[src/rtl/exception_controller_if.sv]
// Bundle of request, mask, redirect handshake and status signals between the
// exception controller and the decode/execute trigger and PC-select logic.
interface exception_controller_if #(
  parameter int EXC_COUNT  = 8,
  parameter int ADDR_WIDTH = 32
);
  localparam int CW = (EXC_COUNT > 1) ? $clog2(EXC_COUNT) : 1;

  logic [EXC_COUNT-1:0]  exc_req;
  logic [EXC_COUNT-1:0]  exc_mask;
  logic [ADDR_WIDTH-1:0] current_pc;
  logic [ADDR_WIDTH-1:0] vector_base;
  logic                  eret;
  logic                  take_valid;
  logic                  take_ready;
  logic [ADDR_WIDTH-1:0] vector_addr;
  logic [CW-1:0]         cause;
  logic [ADDR_WIDTH-1:0] epc;
  logic [3:0]            depth;
  logic [EXC_COUNT-1:0]  pending;
  logic                  double_fault;

  // Controller side: offers exceptions and reports status.
  modport master (
    input  exc_req, exc_mask, current_pc, vector_base, eret, take_ready,
    output take_valid, vector_addr, cause, epc, depth, pending, double_fault
  );

  // Pipeline side: raises requests and accepts redirects.
  modport slave (
    output exc_req, exc_mask, current_pc, vector_base, eret, take_ready,
    input  take_valid, vector_addr, cause, epc, depth, pending, double_fault
  );
endinterface

[src/rtl/exception_controller.sv]
// Exception controller: latches per-source requests, selects the lowest-index
// eligible source, offers it through a valid/ready redirect handshake, and
// tracks handler nesting depth with a sticky double-fault on overflow.
module exception_controller #(
  parameter int                   EXC_COUNT    = 8,
  parameter int                   ADDR_WIDTH   = 32,
  parameter int                   VECTOR_SHIFT = 4,
  parameter int                   NEST_DEPTH   = 2,
  parameter logic [EXC_COUNT-1:0] NONMASKABLE  = 8'b0000_0011
) (
  input  logic                   clk,
  input  logic                   reset_n,
  exception_controller_if.master bus
);

  localparam int                   CW        = (EXC_COUNT > 1) ? $clog2(EXC_COUNT) : 1;
  localparam logic [3:0]           DEPTH_MAX = 4'(NEST_DEPTH);
  localparam logic [EXC_COUNT-1:0] ONE_HOT0  = EXC_COUNT'(1);

  typedef enum logic [0:0] {
    ST_IDLE  = 1'b0,
    ST_OFFER = 1'b1
  } state_t;

  state_t                state_r;
  state_t                state_next_s;
  logic [EXC_COUNT-1:0]  pending_r;
  logic [CW-1:0]         cause_r;
  logic [ADDR_WIDTH-1:0] epc_r;
  logic [3:0]            depth_r;
  logic                  double_fault_r;

  logic [EXC_COUNT-1:0]  eligible_s;
  logic                  any_elig_s;
  logic                  room_s;
  logic [CW-1:0]         sel_idx_s;
  logic                  take_valid_s;
  logic                  handshake_s;
  logic                  select_s;
  logic                  df_set_s;
  logic                  eret_dec_s;
  logic [EXC_COUNT-1:0]  clear_s;

  // Index of the lowest set bit (highest priority); zero when nothing is set.
  function automatic logic [CW-1:0] lowest_set(input logic [EXC_COUNT-1:0] v);
    logic [CW-1:0] idx;
    idx = '0;
    for (int i = EXC_COUNT - 1; i >= 0; i--) begin
      if (v[i]) begin
        idx = CW'(i);
      end else begin
        idx = idx;
      end
    end
    return idx;
  endfunction

  assign eligible_s = pending_r & (bus.exc_mask | NONMASKABLE);
  assign any_elig_s = |eligible_s;
  assign room_s     = (depth_r < DEPTH_MAX);
  assign sel_idx_s  = lowest_set(eligible_s);

  // State register.
  always_ff @(posedge clk or negedge reset_n) begin
    if (!reset_n) begin
      state_r <= ST_IDLE;
    end else begin
      state_r <= state_next_s;
    end
  end

  // Next-state: start an offer when something is eligible and nesting allows,
  // return to idle once the pipeline accepts the redirect.
  always_comb begin
    state_next_s = state_r;
    case (state_r)
      ST_IDLE: begin
        if (any_elig_s && room_s) begin
          state_next_s = ST_OFFER;
        end else begin
          state_next_s = ST_IDLE;
        end
      end
      ST_OFFER: begin
        if (bus.take_ready) begin
          state_next_s = ST_IDLE;
        end else begin
          state_next_s = ST_OFFER;
        end
      end
      default: state_next_s = ST_IDLE;
    endcase
  end

  // Per-state control strobes; eret only counts outside an offer and is dropped otherwise.
  always_comb begin
    take_valid_s = 1'b0;
    handshake_s  = 1'b0;
    select_s     = 1'b0;
    df_set_s     = 1'b0;
    eret_dec_s   = 1'b0;
    case (state_r)
      ST_IDLE: begin
        select_s   = any_elig_s && room_s;
        df_set_s   = any_elig_s && !room_s;
        eret_dec_s = bus.eret && (depth_r != 4'd0);
      end
      ST_OFFER: begin
        take_valid_s = 1'b1;
        handshake_s  = bus.take_ready;
      end
      default: begin
        take_valid_s = 1'b0;
      end
    endcase
  end

  // One-hot clear of the accepted source.
  always_comb begin
    if (handshake_s) begin
      clear_s = ONE_HOT0 << cause_r;
    end else begin
      clear_s = '0;
    end
  end

  // Pending capture, cause/epc capture, nesting depth and sticky double-fault.
  always_ff @(posedge clk or negedge reset_n) begin
    if (!reset_n) begin
      pending_r      <= '0;
      cause_r        <= '0;
      epc_r          <= '0;
      depth_r        <= 4'd0;
      double_fault_r <= 1'b0;
    end else begin
      pending_r <= (pending_r | bus.exc_req) & ~clear_s;
      if (select_s) begin
        cause_r <= sel_idx_s;
      end
      if (handshake_s) begin
        epc_r   <= bus.current_pc;
        depth_r <= depth_r + 4'd1;
      end else if (eret_dec_s) begin
        depth_r <= depth_r - 4'd1;
      end
      if (df_set_s) begin
        double_fault_r <= 1'b1;
      end
    end
  end

  assign bus.take_valid   = take_valid_s;
  assign bus.cause        = cause_r;
  assign bus.vector_addr  = bus.vector_base + (ADDR_WIDTH'(cause_r) << VECTOR_SHIFT);
  assign bus.epc          = epc_r;
  assign bus.depth        = depth_r;
  assign bus.pending      = pending_r;
  assign bus.double_fault = double_fault_r;

endmodule

[src/flat_wrapper.sv]
// flat-port wrapper written by rule: the top's interface ports become plain ports
module exception_controller_flat 
#(
  parameter int                   EXC_COUNT    = 8,
  parameter int                   ADDR_WIDTH   = 32,
  parameter int                   VECTOR_SHIFT = 4,
  parameter int                   NEST_DEPTH   = 2,
  parameter logic [EXC_COUNT-1:0] NONMASKABLE  = 8'b0000_0011
)
  (clk, reset_n, bus_exc_req, bus_exc_mask, bus_current_pc, bus_vector_base, bus_eret, bus_take_ready, bus_take_valid, bus_vector_addr, bus_cause, bus_epc, bus_depth, bus_pending, bus_double_fault);
  exception_controller_if #(.EXC_COUNT(EXC_COUNT), .ADDR_WIDTH(ADDR_WIDTH)) bus_i ();
  input  logic clk;
  input  logic reset_n;
  input wire logic [$bits(bus_i.exc_req)-1:0] bus_exc_req;
  input wire logic [$bits(bus_i.exc_mask)-1:0] bus_exc_mask;
  input wire logic [$bits(bus_i.current_pc)-1:0] bus_current_pc;
  input wire logic [$bits(bus_i.vector_base)-1:0] bus_vector_base;
  input wire logic [$bits(bus_i.eret)-1:0] bus_eret;
  input wire logic [$bits(bus_i.take_ready)-1:0] bus_take_ready;
  output wire logic [$bits(bus_i.take_valid)-1:0] bus_take_valid;
  output wire logic [$bits(bus_i.vector_addr)-1:0] bus_vector_addr;
  output wire logic [$bits(bus_i.cause)-1:0] bus_cause;
  output wire logic [$bits(bus_i.epc)-1:0] bus_epc;
  output wire logic [$bits(bus_i.depth)-1:0] bus_depth;
  output wire logic [$bits(bus_i.pending)-1:0] bus_pending;
  output wire logic [$bits(bus_i.double_fault)-1:0] bus_double_fault;
  assign bus_i.exc_req = bus_exc_req;
  assign bus_i.exc_mask = bus_exc_mask;
  assign bus_i.current_pc = bus_current_pc;
  assign bus_i.vector_base = bus_vector_base;
  assign bus_i.eret = bus_eret;
  assign bus_i.take_ready = bus_take_ready;
  assign bus_take_valid = bus_i.take_valid;
  assign bus_vector_addr = bus_i.vector_addr;
  assign bus_cause = bus_i.cause;
  assign bus_epc = bus_i.epc;
  assign bus_depth = bus_i.depth;
  assign bus_pending = bus_i.pending;
  assign bus_double_fault = bus_i.double_fault;
  exception_controller #(.EXC_COUNT(EXC_COUNT), .ADDR_WIDTH(ADDR_WIDTH), .VECTOR_SHIFT(VECTOR_SHIFT), .NEST_DEPTH(NEST_DEPTH), .NONMASKABLE(NONMASKABLE)) u_core (.clk(clk), .reset_n(reset_n), .bus(bus_i));
endmodule
[config.mk]
export PLATFORM = sky130hd
export DESIGN_NAME = exception_controller_flat
export DESIGN_NICKNAME = d
export VERILOG_FILES = /design/src/rtl/exception_controller_if.sv /design/src/rtl/exception_controller.sv /design/src/flat_wrapper.sv
export SDC_FILE = /design/constraint.sdc
export NUM_CORES = 1
export LEC_CHECK = 0
export BUFFER_PORTS_ARGS = -buffer_cell sky130_fd_sc_hd__buf_2
export CORE_UTILIZATION = 48
export CTS_BUF_LIST = sky130_fd_sc_hd__clkbuf_8
export CTS_CLUSTER_SIZE = 12
export DETAILED_ROUTE_END_ITERATION = 8
export PLACE_DENSITY = 0.9
export SLEW_MARGIN = 15
export SYNTH_ARGS = -nofsm -noshare
export SYNTH_HDL_FRONTEND = slang
export SYNTH_SLANG_ARGS = --single-unit
[constraint.sdc]
create_clock -name clk -period 6 [get_ports clk]
set_input_delay 0 -clock clk [delete_from_list [all_inputs] [get_ports clk]]
set_output_delay 0 -clock clk [all_outputs]
set_load 0.02 [all_outputs]
==> impl_metrics.json <==
{
  "hpwl_um": 5360,
  "netlist.area_leader.share": 0.453,
  "finalWirelength_um": 8220,
  "synthDistinctLibCells": 46,
  "route.detailed.drc": 0,
  "hold_viol": 0,
  "drv_cap": 0,
  "fin_nets": 516,
  "fin_cells": 496,
  "vias": 2635,
  "diodes": 0,
  "routabilityCongestion": 0.919,
  "muxShareOfSynthArea": 0.153,
  "placed_cells": 446,
  "cts_buffers": 5,
  "path_max_fanout": 8,
  "crit_arrival_ns": 2.69,
  "drt_first_pass_iters": 4,
  "swShare": 0.420,
  "synth_top_area_cell": "dfrtp_1",
  "period_minus_slack_ns": 2.69,
  "max_slew_margin": 0.546,
  "dpl_worst_slack_ns": 3.65,
  "finalSetupViolations": 0,
  "synth_seq_cells": 49,
  "area_growth_pct": 49.8,
  "syn-cell-area_um2": 2710,
  "timing_worst_setup_path_type": "flop to output pin",
  "synth_compound_area_frac": 0.0846,
  "combPwrFrac": 0.496,
  "final.setup.worst_slack_ns": 3.31,
  "p_leak_nw": 1.90,
  "p_per_area_nw_per_um2": 403,
  "clk_latency_ns": 0.30,
  "synth_top_family_by_area": "multiplexers",
  "setup_tns_ns": 0,
  "avgSynthCellArea_um2": 11.7,
  "synthAdderAreaFrac": 0.0379,
  "vdd_drop_max_uv": 318,
  "synth_edf_count": 0,
  "finalMaxSlewViolations": 0,
  "grt_pass1_wl_um": 13200,
  "clockBufferDepth": 2,
  "postCtsSetupRepairBufs": 0,
  "antenna_found_initial": 0,
  "synth_area_leaders": "dfrtp_1 (45%), mux2_2 (15%), xnor2_1 (4.9%), xor2_1 (4.5%), ha_1 (2.3%)",
  "status": "complete, no violations",
  "cts_tree": "done",
  "rows": 26,
  "synth-async-reset-ratio": 1.00,
  "cpMaxStageDelayCell": "dfrtp_1",
  "start_util": 0.514,
  "rsz0062_at_grt": "false",
  "drive_gt1_frac": 0.493,
  "pwr-share-clk": 0.148,
  "syn_inst": 231,
  "holdWs_ns": 0.00000778,
  "ys_warn_count": 0,
  "die_x_um": 77.1,
  "drt_iter0_markers": 110,
  "worstSetupEndpointType": "output pin",
  "ios": 165,
  "nFillCells": 358,
  "p_switching_mw": 0.687,
  "portBuffers": 154,
  "power_mw": 1.64,
  "ys_seq_area_frac": 0.453,
  "synth_xor_area_frac": 0.0938,
  "antenna_left": 0,
  "cp-start-kind": "flop",
  "grt_usage": 0.283,
  "grt-ovfl-total": 0,
  "min_period_over_period": 0.448,
  "syn-num-nets": 322,
  "routedWlPerCell_um": 16.6,
  "grt_max_degree": 50,
  "cts-root-buf": "clkbuf_8",
  "cp_data_required_time_ns": 6.00,
  "synth_ff_type": "dfrtp_1",
  "worst_pin_slew_ns": 0.680,
  "fin_worst_skew_ns": 0.0105,
  "p_seq_frac": 0.356,
  "cts_max_level": 2,
  "die_area_um2": 5950,
  "synthSimpleGateAreaFrac": 0.145,
  "cp_slowest_stage_delay_ns": 0.50,
  "synthTopCellsByCount": "dfrtp_1 (49), mux2_2 (35), xnor2_1 (15)",
  "fmax_mhz": 372,
  "path_clk_slew_ns": 0.08,
  "clock-sinks": 49,
  "grt_pass1_vias": 2793,
  "die_h_um": 77.1,
  "internal_power_mw": 0.949,
  "synth_most_common_cell": "dfrtp_1",
  "crit_chain": "ha_1 -> inv_1 -> fa_1 -> and2b_1 -> o2111ai_4 -> nor3_1 -> xor2_1 -> buf_2",
  "avgViaCountPerCell": 5.31,
  "coreArea_um2": 5270,
  "hp-class": "input port to output pin"
}
## power by group through the flow
stage               combinational (mW)  clock (mW)  sequential [mW]
floorplan                        0.340           0            0.738
global placement                 0.753           0            0.562
detailed placement               0.780           0            0.574
CTS                              0.802       0.242            0.568
global route                     0.868       0.261            0.598
finish                           0.812       0.242            0.583
## timing repair
item                                   in CTS  in global routing
setup endpoints to repair                   0                  0
resized for setup                           0                  0
hold buffers                               42                  0
endpoints found under the hold margin      90                  0
## sequential cells by signal (all words and copies together), names as in the netlist
name and flops:
u_core.bus.double_fault 1, u_core.bus.epc 32, u_core.bus.depth 4, u_core.bus.cause 3, u_core.bus.pending 8, u_core.state_r 1
## cells in the final DEF (no fill, tap or decap), types with 4 or more instances in the layout
master	count
ha_1	5
a21oi_1	4
xnor2_1	15
xor2_1	14
o32a_1	4
buf_2	153
nor3_1	4
nor4_2	4
mux2_2	35
nand2_1	14
inv_1	10
nand4_1	8
nand3_1	9
nor2_1	8
dlygate4sd3_1	42
dfrtp_1	49
clkbuf_8	6
## final timing paths
check,from,to,slack [ns],cells after the start
max reg2reg,u_core.state_r,u_core.bus.depth[3],3.82,6
max in group asynchronous,reset_n,u_core.bus.epc[5],5.33,2
min,bus_vector_base[2],bus_vector_addr[2],0.000008,0
min reg2reg,u_core.bus.double_fault,u_core.bus.double_fault,0.47,1
min in group asynchronous,reset_n,u_core.bus.epc[10],0.24,2
max,u_core.bus.cause[0],bus_vector_addr[26],3.31,8
## critical path, delay by kind of cell (launching register included)
kind / cells / cell delay [ns]
AOI/OAI and AO/OA: 1 / 0.18
buffers and inverters: 2 / 0.25
adders and majority gates: 2 / 0.63
xor gates and xnor gates: 1 / 0.22
and+or+nand+nor: 2 / 0.60
DFF: 1 / 0.50
## metal layers
layer	global-route usage	wire length, µm	up-vias
met5	0	0	-
met1	0.308	3050	1263
met2	0.522	4410	121
li1	-	-	1217
met3	0.0440	397	34
met4	0.155	367	0
## stage by stage
stage                     area (µm²)  utilization
after global placement          3520        0.667
after global routing            4060        0.770
final                           4060        0.770
after floorplan                 2710            -
after detailed placement        3520        0.667
after CTS                       4050        0.769
## logic make-up (layout without fill, tap and decap cells)
family / Yosys count / in the layout
buffers and inverters: 19 / 214
adders and majority gates: 7 / 7
muxes: 37 / 37
AOI/OAI and AO/OA: 26 / 26
and+or+nand+nor: 64 / 64
xor gates and xnor gates: 29 / 29
DFF: 49 / 49
## area by class of cell
class                   count  area [µm²]  share of cell area
multi-input cells         163        1390               0.343
flip-flops and latches     49        1230               0.302
repair buffers            197        1200               0.296
well taps                  70        87.6              0.0216
clock buffers               6        82.6              0.0204
clock inverters             2        33.8             0.00833
inverters                   9        33.8             0.00833
Note: power is estimated with default switching activity, not from simulation.
